===== src/rtl/fp_pkg.sv =====
// Shared widths and operand type for the floating-point adder datapath.
package fp_pkg;
  localparam int EXP_W_DEF = 8;
  localparam int MAN_W_DEF = 24;
  localparam int GRS_W     = 3;

  typedef struct packed {
    logic                 sign;
    logic [EXP_W_DEF-1:0] exp;
    logic [MAN_W_DEF-1:0] man;
  } operand_t;
endpackage


===== src/rtl/fp_align_shifter.sv =====
// Combinational right shifter that ORs every shifted-out bit into bit 0,
// collapsing to a lone sticky bit once the shift covers the whole word.
module fp_align_shifter #(
  parameter int W    = 27,
  parameter int SH_W = 8
) (
  input  logic [W-1:0]    val,
  input  logic [SH_W-1:0] shift,
  output logic [W-1:0]    res
);
  logic [W-1:0] shifted;
  logic [W-1:0] lost_mask;
  logic         sticky;

  always_comb begin
    shifted   = '0;
    lost_mask = '0;
    sticky    = 1'b0;
    res       = '0;
    if (32'(shift) >= 32'(W)) begin
      res = {{(W-1){1'b0}}, |val};
    end else begin
      shifted   = val >> shift;
      lost_mask = ~({W{1'b1}} << shift);
      sticky    = |(val & lost_mask);
      res       = {shifted[W-1:1], shifted[0] | sticky};
    end
  end
endmodule


===== src/rtl/fp_align_stage.sv =====
// Operand alignment for the FP add/sub: stage 1 compares exponents and swaps,
// stage 2 right-shifts the smaller mantissa with guard/round/sticky.
module fp_align_stage
  import fp_pkg::*;
#(
  parameter int EXP_W = EXP_W_DEF,
  parameter int MAN_W = MAN_W_DEF
) (
  input  logic                   clk,
  input  logic                   rst_n,
  input  logic                   in_valid,
  output logic                   in_ready,
  input  logic                   sign_a,
  input  logic                   sign_b,
  input  logic [EXP_W-1:0]       exp_a,
  input  logic [EXP_W-1:0]       exp_b,
  input  logic [MAN_W-1:0]       man_a,
  input  logic [MAN_W-1:0]       man_b,
  output logic                   out_valid,
  input  logic                   out_ready,
  output logic [EXP_W-1:0]       out_exp,
  output logic                   out_sign_big,
  output logic                   out_sign_small,
  output logic [MAN_W-1:0]       out_man_big,
  output logic [MAN_W+GRS_W-1:0] out_man_small,
  output logic                   out_swapped,
  output logic [EXP_W-1:0]       out_shift
);
  localparam int SM_W = MAN_W + GRS_W;

  typedef struct packed {
    logic             sign;
    logic [EXP_W-1:0] exp;
    logic [MAN_W-1:0] man;
  } op_t;

  logic             s1_valid;
  op_t              s1_big, s1_small;
  logic             s1_swapped;
  logic [EXP_W-1:0] s1_shift;

  logic             s2_advance, in_fire;
  logic [EXP_W:0]   diff;
  logic             borrow;
  logic [EXP_W-1:0] shift_c;
  op_t              op_a, op_b;
  logic [SM_W-1:0]  aligned;

  assign s2_advance = !out_valid || out_ready;
  assign in_ready   = !s1_valid || s2_advance;
  assign in_fire    = in_valid && in_ready;

  // Borrow out of the widened subtraction says B has the larger exponent.
  assign diff    = {1'b0, exp_a} - {1'b0, exp_b};
  assign borrow  = diff[EXP_W];
  assign shift_c = borrow ? (exp_b - exp_a) : diff[EXP_W-1:0];
  assign op_a    = '{sign: sign_a, exp: exp_a, man: man_a};
  assign op_b    = '{sign: sign_b, exp: exp_b, man: man_b};

  always_ff @(posedge clk or negedge rst_n) begin
    if (!rst_n) begin
      s1_valid   <= 1'b0;
      s1_big     <= '0;
      s1_small   <= '0;
      s1_swapped <= 1'b0;
      s1_shift   <= '0;
    end else if (in_fire) begin
      s1_valid   <= 1'b1;
      s1_big     <= borrow ? op_b : op_a;
      s1_small   <= borrow ? op_a : op_b;
      s1_swapped <= borrow;
      s1_shift   <= shift_c;
    end else if (s2_advance) begin
      s1_valid <= 1'b0;
    end
  end

  fp_align_shifter #(.W(SM_W), .SH_W(EXP_W)) u_shifter (
    .val  ({s1_small.man, {GRS_W{1'b0}}}),
    .shift(s1_shift),
    .res  (aligned)
  );

  always_ff @(posedge clk or negedge rst_n) begin
    if (!rst_n) begin
      out_valid      <= 1'b0;
      out_exp        <= '0;
      out_sign_big   <= 1'b0;
      out_sign_small <= 1'b0;
      out_man_big    <= '0;
      out_man_small  <= '0;
      out_swapped    <= 1'b0;
      out_shift      <= '0;
    end else if (s2_advance) begin
      out_valid <= s1_valid;
      if (s1_valid) begin
        out_exp        <= s1_big.exp;
        out_sign_big   <= s1_big.sign;
        out_sign_small <= s1_small.sign;
        out_man_big    <= s1_big.man;
        out_man_small  <= aligned;
        out_swapped    <= s1_swapped;
        out_shift      <= s1_shift;
      end
    end
  end
endmodule

===== config.mk =====
export PLATFORM = sky130hd
export DESIGN_NAME = fp_align_stage
export DESIGN_NICKNAME = d
export VERILOG_FILES = /design/src/rtl/fp_pkg.sv /design/src/rtl/fp_align_shifter.sv /design/src/rtl/fp_align_stage.sv
export SDC_FILE = /design/constraint.sdc
export NUM_CORES = 1
export LEC_CHECK = 0
export ABC_AREA = 1
export BUFFER_PORTS_ARGS = -buffer_cell sky130_fd_sc_hd__buf_2
export CAP_MARGIN = 25
export CORE_MARGIN = 2
export CORE_UTILIZATION = 30
export CTS_CLUSTER_SIZE = 10
export DETAILED_ROUTE_END_ITERATION = 8
export MAX_ROUTING_LAYER = met4
export PLACE_DENSITY = 0.46
export SLEW_MARGIN = 5
export SYNTH_ARGS = -nofsm -noshare
export SYNTH_HDL_FRONTEND = slang
export SYNTH_SLANG_ARGS = --single-unit

===== constraint.sdc =====
create_clock -name clk -period 2.6 [get_ports clk]
set_clock_uncertainty 0.2 [all_clocks]
set_input_delay 0.52 -clock clk [delete_from_list [all_inputs] [get_ports clk]]
set_output_delay 0.52 -clock clk [all_outputs]
set_load 0.02 [all_outputs]

## Yosys cells after proc, flatten, opt, wreduce, memory -nomap -nowiden

Cells that the tools add are included.

- Register bits after elaboration: 139
- Bits of input ports: 70
- Logic and storage cells: 39

- Add/subtract/negate cells: 2
- Order comparisons: 1
- Shift-type cells: 2
- Mux-type cells: 6
- Bitwise logic cells: 3
- Reductions and logical operators: 9

Operator list:

| cell | number |
|---|---|
| two-way mux 33 bit | 2 |
| AND 27 bit | 1 |
| two-way mux 27 bit | 1 |
| inverter 27 bit | 1 |
| OR reduction 27 bit | 1 |
| << shifter 27 x 8 -> 27 bit, first input constant | 1 |
| right shift 27 x 8 -> 27 bit | 1 |
| OR reduction 24 bit | 1 |
| subtractor 8 x 8 -> 9 bit | 1 |
| greater-or-equal comparator 8 x 5 -> 1 bit, second input constant | 1 |
| two-way mux 8 bit | 1 |
| subtractor 8 bit | 1 |
| logical NOT 1 bit | 2 |
| logical OR 1 bit | 2 |
| two-way mux 1 bit | 2 |
| AND reduction 2 bit | 1 |
| nonzero test 2 bit | 1 |
| logical AND 1 bit | 1 |
| OR 1 bit | 1 |

## Logic depth before layout (Yosys ltp)

- Depth in word-level cells: 6
- Gate-level depth with buffers: 15
- Mapped depth without buffers: 14

## Modules after synthesis

Synthesis repeated with hierarchy kept, for this count alone.

- Cells, all modules: 1,123
- Area total of the unflattened synthesis: 8,953.6 um2

By module, submodules not included:

| module | instances | cells each | area an instance (um2) | seq. area each (um2) |
|---|---|---|---|---|
| fp_align_stage | 1 | 688 | 6,855.3 | 3,478.3 |
| fp_align_shifter | 1 | 435 | 2,098.3 | 0.0 |

## Worst setup path before layout

OpenSTA, ideal clock, no wires.

- Kind: in2reg
- From: in exp_a[0]
- To: reg s1_shift[6]
- Data arrival time: 2.131 ns
- Path slack: 0.152 ns
- Cell stages on the path: 13
- Path buffers: 2
- Cells stage by stage: inv_1 -> ha_1 -> fa_1 -> nand3b_1 -> nand2_2 -> nand4_2 -> o311a_1 -> buf_4 -> buf_6 -> nand2_1 -> nand2_1 -> nand2_1 -> nand2_1

- Cells in the longest elaborated chain, start to end: 2
- Elaborated cells on any way between the ends: 3
- Classes of those cells: 2 x add/sub; 1 x mux

RTL lines:

| item | line | text |
|---|---|---|
| start, declared | fp_align_stage.sv:15 | `input logic [EXP_W-1:0] exp_a,` |
| subtractor 8 x 8 -> 9 bit / subtractor 8 bit (equally long branches) | fp_align_stage.sv:54, fp_align_stage.sv:56 |  |
| two-way mux 8 bit (*) | fp_align_stage.sv:56 | `assign shift_c = borrow ? (exp_b - exp_a) : diff[EXP_W-1:0];` |
| end signal, assigned | fp_align_stage.sv:72 | `s1_shift <= shift_c;` |
| end, declared | fp_align_stage.sv:40 | `logic [EXP_W-1:0] s1_shift;` |

Every way passes the cells marked *; elsewhere a longest branch is shown, timed or not.
A chain may end at the register's enable or synchronous reset.

## Worst setup path in the final report

- From: reg s1_shift[7]
- To: reg out_man_small[13]

- Cells in the longest elaborated chain, start to end: 2
- Elaborated cells on any way between the ends: 3
- Classes of those cells: 1 x order compare; 1 x shift; 1 x mux

RTL lines:

| item | line | text |
|---|---|---|
| right shift 27 x 8 -> 27 bit / greater-or-equal comparator 8 x 5 -> 1 bit (equally long branches) | fp_align_shifter.sv:23, fp_align_shifter.sv:20 |  |
| two-way mux 27 bit (*) | fp_align_shifter.sv:20 | `if (32'(shift) >= 32'(W)) begin` |
| end signal, assigned | fp_align_stage.sv:101 | `out_man_small <= aligned;` |
| end, declared | fp_align_stage.sv:25 | `output logic [MAN_W+GRS_W-1:0] out_man_small,` |

Marked as above.

==> run_results.csv <==
group,metric,value,unit
synth,yosysWarnings,0,
detailed_routing,wl_per_cell,15.6,µm
clock_network,cts_max_level,4,
synth,synth_flop_cell,"dfrtp_1",
sta,fin_crit,2.26,ns
sta,drv_slew,0,
detailed_routing,firstDrtPassIters,7,
final_layout,multiInputGateArea,0.00416,mm²
synth,ys_types,51,
min_path,holdPathEnd,"s1_big[4]$_DFFE_PN0P_",
setup_path,crit_start,"s1_shift[7]$_DFFE_PN0P_",
grt,grt_first_pass_wirelength,42.7,mm
clock_network,cts_buffer_depth,2,
synth,synth_async_sr_flop_share,100,%
synth,synth_top_family_by_area,"simple AND/OR/NAND/NOR gates",
clock_network,clk_latency,0.44,ns
pwr,irDropWorstVdd,0.000399,V
min_path,hold_depth,3,
sta,setup_viol,0,
synth,muxShareOfSynthArea,0,%
grt,grt_pass1_vias,7842,
detailed_routing,wl,26.3,mm
final_layout,seq_area,0.00348,mm²
status,status,"complete, no violations",
final_layout,layout-drive-gt1-share,20.2,%
flow_run,maxCapViolCount,0,
clock_network,post_cts_resize_count,0,
place,place_congestion,0.885,
grt,antenna_found_initial,0,
sta,max_slew_margin,64.7,%
synth,synthesis.area,0.00842,mm²
die,ioPinCount,142,
sta,rsz0062_at_grt,"false",
setup_path,critPathMaxFanout,13,
synth,synth_fp_nets,1244,
sta,worst_slew_pin_slew,0.529,ns
clock_network,cts_num_sinks,139,
clock_network,post_cts_buffers,0,
synth,synth_edf_count,0,
synth,synth_area_per_cell,7.28,µm²
clock_network,root_buffer,"clkbuf_16",
clock_network,numCtsBuffers,17,
synth,yosys.area_share.adder,2.70,%
detailed_routing,ant_nets,0,
setup_path,reg2reg_from,"s1_shift[7]$_DFFE_PN0P_",
sta,period_share,86.9,%
detailed_routing,vias,8065,
final_layout,fin_area,0.0101,mm²
die,dieHeight,172,µm
detailed_routing,drcViolationCount,0,
grt,grt.total_usage,19.1,%
synth,synth_top_area_share,41.3,%
place,postPlaceCellArea,0.00953,mm²
synth,synth-compound-area-share,15.6,%
setup_path,critical_path_class,"reg2reg",
die,die_w,172,µm
pwr,total_power,9.37,mW
place,dpl.hpwl,19.2,mm
sta,hold_viol,0,
setup_path,end_kind,"flip-flop",
place,io_buffers,141,
detailed_routing,vias_per_cell,4.81,
synth,synth_simple_gate_area_share,30.1,%
detailed_routing,drt_iter0_drc,582,
synth,synth_seq_area_share,41.3,%
grt,grt_max_degree,49,
sta,finalSetupTns,0,ns
die,core_area,0.0277,mm²
synth,synth_xor_xnor_area_share,0.936,%
final_layout,nFillCells,3041,
synth,synth_top_cell_by_area,"dfrtp_1",
setup_path,crit_path_start_kind,"flip-flop",
die,start_util,30.4,%
die,placementRows,61,
setup_path,arrival,2.42,ns
min_path,min_from,"man_b[4]",
synth,synth_cells,1157,
sta,max_freq,443,MHz
pwr,powerDensity,925,mW/mm²
die,dieArea,0.0294,mm²
pwr,p_leak,5.25,nW
final_layout,syn_to_final_growth,20.2,%
clock_network,cts_tree,"yes",
synth,synth.area.top_cells,"dfrtp_1 41%, nand2_1 18%, a21oi_1 5.9%",
grt,gr-total-overflow,0,
setup_path,rr_endpoint,"out_man_small[13]$_DFFE_PN0P_",
clock_network,path_clk_slew,0.08,ns
min_path,hp-class,"in2reg",
synth,yosys_register_bits,139,
setup_path,worst_ep_required_time,2.76,ns
setup_path,rrSetupSlack,0.34,ns
final_layout,fin_nets,1373,
setup_path,reg2reg_depth,9,
## worst max-delay path, stage by stage, from the launching register on
cell	delay, ns
dfrtp_1	0.43
nor2_4	0.27
nand3_2	0.18
o21ai_2	0.21
nand2_2	0.14
inv_2	0.15
nand2_4	0.13
inv_2	0.18
o21ai_0	0.15
o21ai_1	0.14
## area by class of cell
type,count,area share [%]
Multi-Input combinational cell,860,41.1
Sequential cell,139,34.4
Timing Repair Buffer,184,11.0
Tap cell,378,4.67
Clock buffer,17,4.20
Inverter,84,3.11
Clock inverter,15,1.51
Antenna cell,1,0.0247
## routing by layer
| metal | global-route usage (%) | up-vias | share of wire [%] |
|---|---|---|---|
| met5 | - | - | 0 |
| met4 | 4.31 | 0 | 0.92 |
| met3 | 3.01 | 13 | 4.2 |
| met2 | 29.6 | 174 | 46 |
| met1 | 26.2 | 3850 | 49 |
| li1 | - | 4028 | - |
## synthesized netlist by cell type (2+ instances only)
master / count
nand4_1: 5
nor2_1: 63
fa_1: 2
nand3b_1: 3
or2_1: 2
buf_4: 7
o21ai_0: 77
a21o_1: 3
o21ai_2: 7
or2_2: 2
o21ai_1: 19
inv_1: 75
xor2_1: 6
a21oi_2: 2
nand3_1: 91
nor4_1: 4
a21oi_1: 99
xnor2_1: 3
buf_1: 7
inv_2: 8
dfrtp_1: 139
o211ai_1: 12
buf_2: 20
nand3_2: 11
nand2_2: 7
ha_1: 15
buf_6: 17
clkbuf_1: 21
nand2_1: 408
## state kept, by name, summed over array words and instances, names as in the netlist, 8 cells and up
signal	count
out_shift	8
out_man_small	27
s1_shift	8
s1_big	33
out_exp	8
s1_small	25
out_man_big	24
## cell usage in the layout (no fill, tap or decap), drive strengths merged, types with 2 or more instances in the layout
cell    netlist  routed
nand4         6       6
clkbuf       22      17
nor4          4       4
dfrtp       139     139
nor2         65      65
o31ai         2       2
buf          52     183
o21ai       103     103
nand3b        3       3
clkinv        1       6
a21oi       101     101
inv          83      92
fa            2       2
nand3       102     102
xor2          6       6
xnor2         3       3
ha           15      15
or2           4       4
o211ai       14      14
nand2       416     416
a21o          3       3
## report_power, final
| group | internal (mW) | switching, mW |
|---|---|---|
| Combinational | 1.23 | 2.56 |
| Clock | 1.28 | 1.14 |
| Sequential | 2.74 | 0.427 |
| Total | 5.24 | 4.12 |
## worst max path at each step
stage / end / depth (start not counted)
3_3_place_gp: s1_big[30]$_DFFE_PN0P_ / 12
3_5_place_dp: s1_big[18]$_DFFE_PN0P_ / 12
2_1_floorplan: s1_shift[6]$_DFFE_PN0P_ / 13
5_1_grt: out_man_small[0]$_DFFE_PN0P_ / 13
4_1_cts: out_man_small[13]$_DFFE_PN0P_ / 9
6_report: out_man_small[13]$_DFFE_PN0P_ / 9
## metrics by stage
step | setup WS [ns] | hold WS, ns | utilization, % | std cells
final | 0.341 | 0.142 | 36.5 | 1678
after global routing | 0.130 | 0.137 | 36.5 | 1677
after CTS | 0.324 | 0.124 | 36.5 | 1677
after detailed placement | -0.0406 | 0.220 | 34.4 | 1644
after global placement | -0.00785 | 0.223 | 34.4 | 1644
after floorplan | 0.152 | 0.0244 | - | 1157
## timing repair
item | 4_1_cts | 5_1_grt
setup endpoints to repair | 0 | 0
hold buffers | 1 | 0
endpoints found under the hold margin | 25 | 0
## kinds of logic after synthesis
logic type / count (synthesis)
and+or+nand+nor: 602
xor gates and xnor gates: 9
DFF: 139
buffers and inverters: 158
AOI/OAI and AO/OA: 232
adders and majority gates: 17
(Power assumes the default switching activity.)
